--- src/rtl/sw_debounce_pkg.sv ---
// sw_debounce_pkg: shared defaults and counter sizing for the switch debouncer
package sw_debounce_pkg;

    localparam int SW_WIDTH_DEF      = 16;
    localparam int SW_SYNC_DEF       = 2;
    localparam int SW_DEB_CYCLES_DEF = 125000;

    function automatic int cnt_width(input int cycles);
        return $clog2(cycles + 1);
    endfunction

endpackage

--- src/rtl/sw_debounce_chan.sv ---
// sw_debounce_chan: one switch channel - synchronizer, stability counter, accepted level, edge pulses
module sw_debounce_chan
    import sw_debounce_pkg::*;
#(
    parameter int SYNC_STAGES     = SW_SYNC_DEF,
    parameter int DEBOUNCE_CYCLES = SW_DEB_CYCLES_DEF
) (
    input  logic i_clk,
    input  logic i_rst,
    input  logic i_sw,
    output logic o_sw,
    output logic o_rise,
    output logic o_fall,
    output logic o_accept
);

    localparam int            CW       = cnt_width(DEBOUNCE_CYCLES);
    localparam logic [CW-1:0] CNT_LAST = CW'(DEBOUNCE_CYCLES - 1);
    localparam logic [CW-1:0] CNT_ONE  = CW'(1);

    logic [SYNC_STAGES-1:0] sync;
    logic [CW-1:0]          cnt;
    logic                   s;
    logic                   differ;

    // a new level is accepted once the synchronized input has differed for the full window
    always_comb begin
        s        = sync[SYNC_STAGES-1];
        differ   = s ^ o_sw;
        o_accept = differ && (cnt == CNT_LAST);
    end

    // synchronizer shift, stability count and registered level/edge outputs
    always_ff @(posedge i_clk) begin
        if (i_rst) begin
            sync   <= '0;
            cnt    <= '0;
            o_sw   <= 1'b0;
            o_rise <= 1'b0;
            o_fall <= 1'b0;
        end else begin
            sync   <= {sync[SYNC_STAGES-2:0], i_sw};
            cnt    <= (differ && !o_accept) ? cnt + CNT_ONE : '0;
            o_sw   <= o_accept ? s : o_sw;
            o_rise <= o_accept & s;
            o_fall <= o_accept & ~s;
        end
    end

endmodule

--- src/rtl/sw_debounce.sv ---
// sw_debounce: per-bit switch debouncer with edge pulses and sticky change flags; SW_DEBOUNCE_IRQ_EN adds a masked level interrupt
module sw_debounce
    import sw_debounce_pkg::*;
#(
    parameter int WIDTH           = SW_WIDTH_DEF,
    parameter int SYNC_STAGES     = SW_SYNC_DEF,
    parameter int DEBOUNCE_CYCLES = SW_DEB_CYCLES_DEF
) (
    input  logic             i_clk,
    input  logic             i_rst,
    input  logic [WIDTH-1:0] i_sw,
    output logic [WIDTH-1:0] o_sw,
    output logic [WIDTH-1:0] o_rise,
    output logic [WIDTH-1:0] o_fall,
    output logic [WIDTH-1:0] o_changed,
    input  logic [WIDTH-1:0] i_clr_changed
`ifdef SW_DEBOUNCE_IRQ_EN
    ,
    input  logic [WIDTH-1:0] i_irq_mask,
    output logic             o_irq
`endif
);

    logic [WIDTH-1:0] accept;
    logic [WIDTH-1:0] changed_next;

    genvar i;
    generate
        for (i = 0; i < WIDTH; i++) begin : g_chan
            sw_debounce_chan #(
                .SYNC_STAGES    (SYNC_STAGES),
                .DEBOUNCE_CYCLES(DEBOUNCE_CYCLES)
            ) u_chan (
                .i_clk   (i_clk),
                .i_rst   (i_rst),
                .i_sw    (i_sw[i]),
                .o_sw    (o_sw[i]),
                .o_rise  (o_rise[i]),
                .o_fall  (o_fall[i]),
                .o_accept(accept[i])
            );
        end
    endgenerate

    // a fresh accepted edge beats a simultaneous clear
    always_comb changed_next = (o_changed & ~i_clr_changed) | accept;

    // sticky change flags
    always_ff @(posedge i_clk) begin
        if (i_rst) o_changed <= '0;
        else       o_changed <= changed_next;
    end

`ifdef SW_DEBOUNCE_IRQ_EN
    // level interrupt from the flags that will be held after this edge
    always_ff @(posedge i_clk) begin
        if (i_rst) o_irq <= 1'b0;
        else       o_irq <= |(changed_next & i_irq_mask);
    end
`endif

endmodule

--- config.mk ---
export PLATFORM = sky130hd
export DESIGN_NAME = sw_debounce
export DESIGN_NICKNAME = d
export VERILOG_FILES = /design/src/rtl/sw_debounce_pkg.sv /design/src/rtl/sw_debounce_chan.sv /design/src/rtl/sw_debounce.sv
export SDC_FILE = /design/constraint.sdc
export NUM_CORES = 1
export LEC_CHECK = 0
export CAP_MARGIN = 0
export CORE_MARGIN = 5
export CORE_UTILIZATION = 50
export DETAILED_ROUTE_END_ITERATION = 8
export PLACE_DENSITY = 0.7
export SLEW_MARGIN = 5
export SYNTH_ARGS = -nofsm -noshare
export SYNTH_HDL_FRONTEND = slang
export SYNTH_SLANG_ARGS = --single-unit
--- constraint.sdc ---
create_clock -name i_clk -period 2.25 [get_ports i_clk]
set_input_delay 0.5625 -clock i_clk [delete_from_list [all_inputs] [get_ports i_clk]]
set_output_delay 0.5625 -clock i_clk [all_outputs]
set_load 0.1 [all_outputs]
### After elaboration in Yosys (flattened, before gate mapping)

Index checks and enable logic that the tools add are counted.

| storage, ports and cells | value |
|---|---|
| register bits | 368 |
| input bits | 34 |
| logic and storage cells | 260 |

| cells by class | value |
|---|---|
| add/subtract/negate cells | 16 |
| equality and inequality tests | 16 |
| bitwise logic cells | 83 |
| reductions and logical operators | 64 |

Operator list:

| cell | number |
|---|---|
| adder 17 x 1 -> 17 bit (second input constant) | 16 |
| equality test 17 bit (second input constant) | 16 |
| bitwise AND 1 bit | 32 |
| logical AND 1 bit | 32 |
| NOT 1 bit | 32 |
| OR reduction 2 bit | 16 |
| bitwise AND 16 bit | 1 |
| zero test 1 bit | 16 |
| NOT 16 bit | 1 |
| OR 16 bit | 1 |
| bitwise XOR 1 bit | 16 |

### Logic depth before layout (Yosys ltp)

| logic depth | value |
|---|---|
| depth in word-level cells | 6 |
| depth in mapped cells | 7 |

### Hierarchy

Synthesis repeated with hierarchy kept, for this count alone.

| unflattened totals | value |
|---|---|
| cell total of the unflattened synthesis | 1671 |
| area, all modules | 15787.6 sq um |

Modules (own cells, without submodules):

| module | times used | cells each | area each (sq um) |
|---|---|---|---|
| sw_debounce_chan at g_chan[0].u_chan ... | 15 | 100 | 945.9 |
| sw_debounce_chan at g_chan[3].u_chan | 1 | 105 | 969.7 |
| sw_debounce | 1 | 66 | 629.4 |

### Worst setup path before layout

Ideal clock, no wire load.

| timing | value |
|---|---|
| path type | input to register |
| from | in i_rst |
| to | reg o_changed[10] |
| arrival time | 1.815 ns |
| setup slack | 0.317 ns |
| stages | 7 |
| path buffers | 4 |
| cell sequence | clkbuf_1 > clkbuf_1 > buf_1 > clkbuf_1 > nor2_1 > nand2_1 > nand2_1 |

RTL lines:

| element | line | source |
|---|---|---|
| start: declaration | sw_debounce.sv:10 | `input logic i_rst,` |
| end signal: assignment | sw_debounce.sv:51 | `else o_changed <= changed_next;` |
| end: declaration | sw_debounce.sv:15 | `output logic [WIDTH-1:0] o_changed,` |

### Final worst setup path

| timing | value |
|---|---|
| from | reg g_chan[3].u_chan.cnt[11] |
| to | reg g_chan[3].u_chan.cnt[10] |

| between the ends | value |
|---|---|
| word-level cells in the longest chain between the ends | 6 |

RTL lines:

| element | line | source |
|---|---|---|
| start: declaration | sw_debounce_chan.sv:22 | `logic [CW-1:0] cnt;` |
| start signal: assignment | sw_debounce_chan.sv:43 | `cnt <= (differ && !o_accept) ? cnt + CNT_ONE : '0;` |
| equality test 17 bit | sw_debounce_chan.sv:30 | `o_accept = differ && (cnt == CNT_LAST);` |
| logical AND 1 bit | sw_debounce_chan.sv:30 |  |
| zero test 1 bit | sw_debounce_chan.sv:43 |  |
| logical AND 1 bit | sw_debounce_chan.sv:43 |  |
| NOT 1 bit (no line) | - |  |
| OR reduction 2 bit (no line) | - |  |

Every way passes these cells.
A chain may end at the register's enable or synchronous reset.

==> reports/qor.csv <==
stage,metric,value,unit
outcome,run status,"finished, final reports clean",
clocking,clk buf depth,3,
placement,cell count after placement,2209,
synthesis,"Top FF cell, synth",dfxtp_1,
synthesis,register bit total from synthesis,368,
synthesis,Yosys warning count,0,
worst_setup_path,Critical R2R Launch,g_chan[3].u_chan.cnt[11],
synthesis,Yosys top cell area share,0.472,
worst_setup_path,"CP delay by family, top",simple AND/OR/NAND/NOR gates,
min_path,type of the most critical hold path,reg -> reg,
synthesis,"Seq/Total Area, Yosys",0.472,
timing,Fmax,505,MHz
clocking,"Clk Latency, worst-skew pair",520,ps
clocking,Hold Buf Count CTS,0,
timing,Period minus WS final,1980,ps
worst_setup_path,CP max stage delay,520,ps
clocking,clock buffer count from CTS,40,
placement,hpwl dp,20.2,mm
finish,count of non-filler cells in the finished layout,2281,
synthesis,number of flops mapped to enable cells by yosys,0,
power,Internal,0.0108,W
floorplanning,core area,30700,um^2
worst_setup_path,Required @ worst endpoint,2650,ps
global_route,largest net degree at the start of global routing,50,
finish,Inserted Diodes,0,
global_route,met2 Use GR,0.272,
floorplanning,die area,34800,um^2
timing,Worst Clk Skew,14.4,ps
drt,post-DR wirelength/cell,12.7,um
drt,# DRC,0,
clocking,Clock Pin Slew Worst Setup and Hold Paths,60,ps
worst_setup_path,CP Class,reg -> reg,
global_route,initial antenna violation count,0,
drt,first-pass iteration count of the detailed router,5,
clocking,H-tree depth,2,
drt,vias per inst,5.21,
global_route,GR met3 Demand/Resource,0.0329,
finish,"commonest cells after routing, fill and taps aside","dfxtp_1, nor2_1, xnor2_1",
global_route,vias in the first global route,11500,
worst_setup_path,"critical path fanouts, max",17,
timing,Slew Limit Fails,0,
power,Clock power frac,0.499,
worst_setup_path,Worst Setup End Kind,register,
worst_setup_path,end of the worst register-to-register path,g_chan[3].u_chan.cnt[10],
synthesis,ranking of synthesized cells by area,"dfxtp_1, xnor2_1, nor2_1",
worst_setup_path,Worst R2R Path Depth,5,
timing,headroom to the max-slew limit,0.570,
global_route,GRT Max-Usage Layer,met2,
timing,Tcrit/Tclk final,0.881,
finish,layout cell share with drive strength beyond 1,0.101,
finish,Nets,1905,
clocking,Setup Buffers After CTS,0,
worst_setup_path,arrival time worst endpoint,2380,ps
drt,Routed WL,29.0,mm
power,sw frac,0.201,
synthesis,"Async S/R FF share, synth",0,
drt,number of DRC markers in iteration 0,537,
power,leak pwr,5.78,nW
clocking,clk sinks,368,
clocking,CTS tree,built,
timing,# setup viols final,0,
worst_setup_path,crit start category,register,
synthesis,Synth area leader,dfxtp_1,
power,PD cells,751,nW/um^2
worst_setup_path,CP max stage cell,or4bb_1,
synthesis,Mapped Nets,1824,
placement,Final Wtd Congestion,0.854,
clocking,PostCTS Resize Cnt,0,
run,max-cap violations,0,
floorplanning,Starting Density,0.508,
synthesis,Post-Synthesis Cells,1774,
timing,RSZ-0062 raised after global routing,false,
global_route,GRT overflow,0,
timing,worst slew pin tran,645,ps
floorplanning,num rows,64,
timing,"Hold Vio Cnt, Final",0,
global_route,M1 GR Usage,0.215,
synthesis,syn avg cell area,8.79,um^2
power,peak supply drop,528,uV
synthesis,synthesized cell area,15600,um^2
floorplanning,Die Y,187,um
drt,via count,11900,
min_path,worst hold path stage count,1,
global_route,first-pass GRT wire length,51.1,mm
floorplanning,Die X,187,um
power,NetSw,0.00272,W
timing,Fin Hold WS,431,ps
placement,PortBufs,97,
min_path,Worst Hold Path EP,g_chan[7].u_chan.sync[1],
min_path,hold path start,g_chan[7].u_chan.sync[0],
floorplanning,io pins,98,
worst_setup_path,CP cell instances,"or4bb_1, nor4_2, a211o_1, buf_4, nor2_1",
timing,Final TNS setup,0,ps
finish,"most common cell after layout, fill and taps aside",dfxtp_1,
clocking,root buf cell,clkbuf_16,
synthesis,distinct cell type count after synthesis,55,
power,power share of the sequential group,0.487,
global_route,global router's overall resource usage,0.162,
worst_setup_path,CP Buf/Inv Count,1,
drt,"antenna viol nets, final",0,
finish,Area Overhead vs Synth,15.4,%
worst_setup_path,flop2flop setup slack,270,ps
power,combinational power share,0.015,
-- power by group through the flow --
stage	logic [W]	clock network [W]	registers [W]
final	0.000200	0.00674	0.00658
after detailed placement	0.000202	0	0.00672
after global routing	0.000223	0.00722	0.00658
after global placement	0.000200	0	0.00672
after CTS	0.000204	0.00695	0.00658
after floorplan	0.000107	0	0.00671
-- synth_stat cells, types with 3 or more instances --
cell / n
nand2_1: 101
dfxtp_1: 368
xnor2_1: 188
xor2_1: 49
and4_1: 6
buf_4: 54
buf_2: 5
or4bb_1: 4
nor4b_1: 14
o31ai_1: 7
nand4_1: 67
or4_4: 3
ha_1: 16
or4b_1: 5
nand2b_1: 3
a21oi_1: 26
mux2i_1: 8
nand3_1: 119
nor3_1: 66
o21ai_0: 16
o21bai_1: 3
nor2b_1: 34
and3_1: 27
or3_1: 20
nor4_1: 75
or4_1: 19
nand4b_1: 3
nor2_1: 338
or2_2: 7
o21ai_1: 3
clkbuf_1: 31
nor4bb_1: 5
inv_1: 55
-- stage by stage --
| stage | util | area, um^2 | setup slack (ps) | total power (W) |
|---|---|---|---|---|
| after global placement | 0.542 | 16600 | 174 | 0.00692 |
| final | 0.587 | 18000 | 269 | 0.0135 |
| after CTS | 0.587 | 18000 | 69.3 | 0.0137 |
| after floorplan | - | 15600 | 317 | 0.00682 |
| after detailed placement | 0.542 | 16600 | 73.5 | 0.00692 |
| after global routing | 0.587 | 18000 | 146 | 0.0140 |
-- logic make-up after synthesis --
family | count (synthesis) | share of synthesized area
xor+xnor | 237 | 0.133
mux | 8 | 0.00513
buf+inv | 147 | 0.0493
fa+ha+maj | 16 | 0.0128
flops | 368 | 0.472
compound gates | 67 | 0.0260
simple gates | 931 | 0.301
-- final cells by class --
| class | count | area (um^2) |
|---|---|---|
| clock inverters | 23 | 292 |
| fillers | 2646 | 12700 |
| clock buffers | 49 | 1090 |
| inverters | 55 | 206 |
| repair buffers | 131 | 1090 |
| well taps | 396 | 495 |
| multi-input cells | 1259 | 7470 |
| flip-flops and latches | 368 | 7370 |
-- how the worst max path moves through the flow --
stage,start,end,slack (ps),cells after the start
after floorplan,i_rst,o_changed[10],320,7
after global routing,g_chan[14].u_chan.cnt[6],g_chan[14].u_chan.cnt[13],150,5
after CTS,g_chan[0].u_chan.cnt[8],g_chan[0].u_chan.cnt[10],70,5
final,g_chan[3].u_chan.cnt[11],g_chan[3].u_chan.cnt[10],270,5
after detailed placement,g_chan[0].u_chan.cnt[8],g_chan[0].u_chan.cnt[10],70,5
after global placement,g_chan[0].u_chan.cnt[8],g_chan[0].u_chan.cnt[10],170,5
-- state kept, by name (all words and copies together) (netlist names) --
signal                flops
g_chan.u_chan.cnt       272
g_chan.u_chan.o_fall     16
o_changed                16
g_chan.u_chan.o_sw       16
g_chan.u_chan.sync       32
g_chan.u_chan.o_rise     16
-- layer usage --
layer | share of wire | routed length, um
met1 | 0.48 | 14100
met2 | 0.46 | 13300
met4 | 0.015 | 434
met5 | 0 | 0
met3 | 0.041 | 1200
(Power assumes the default switching activity.)
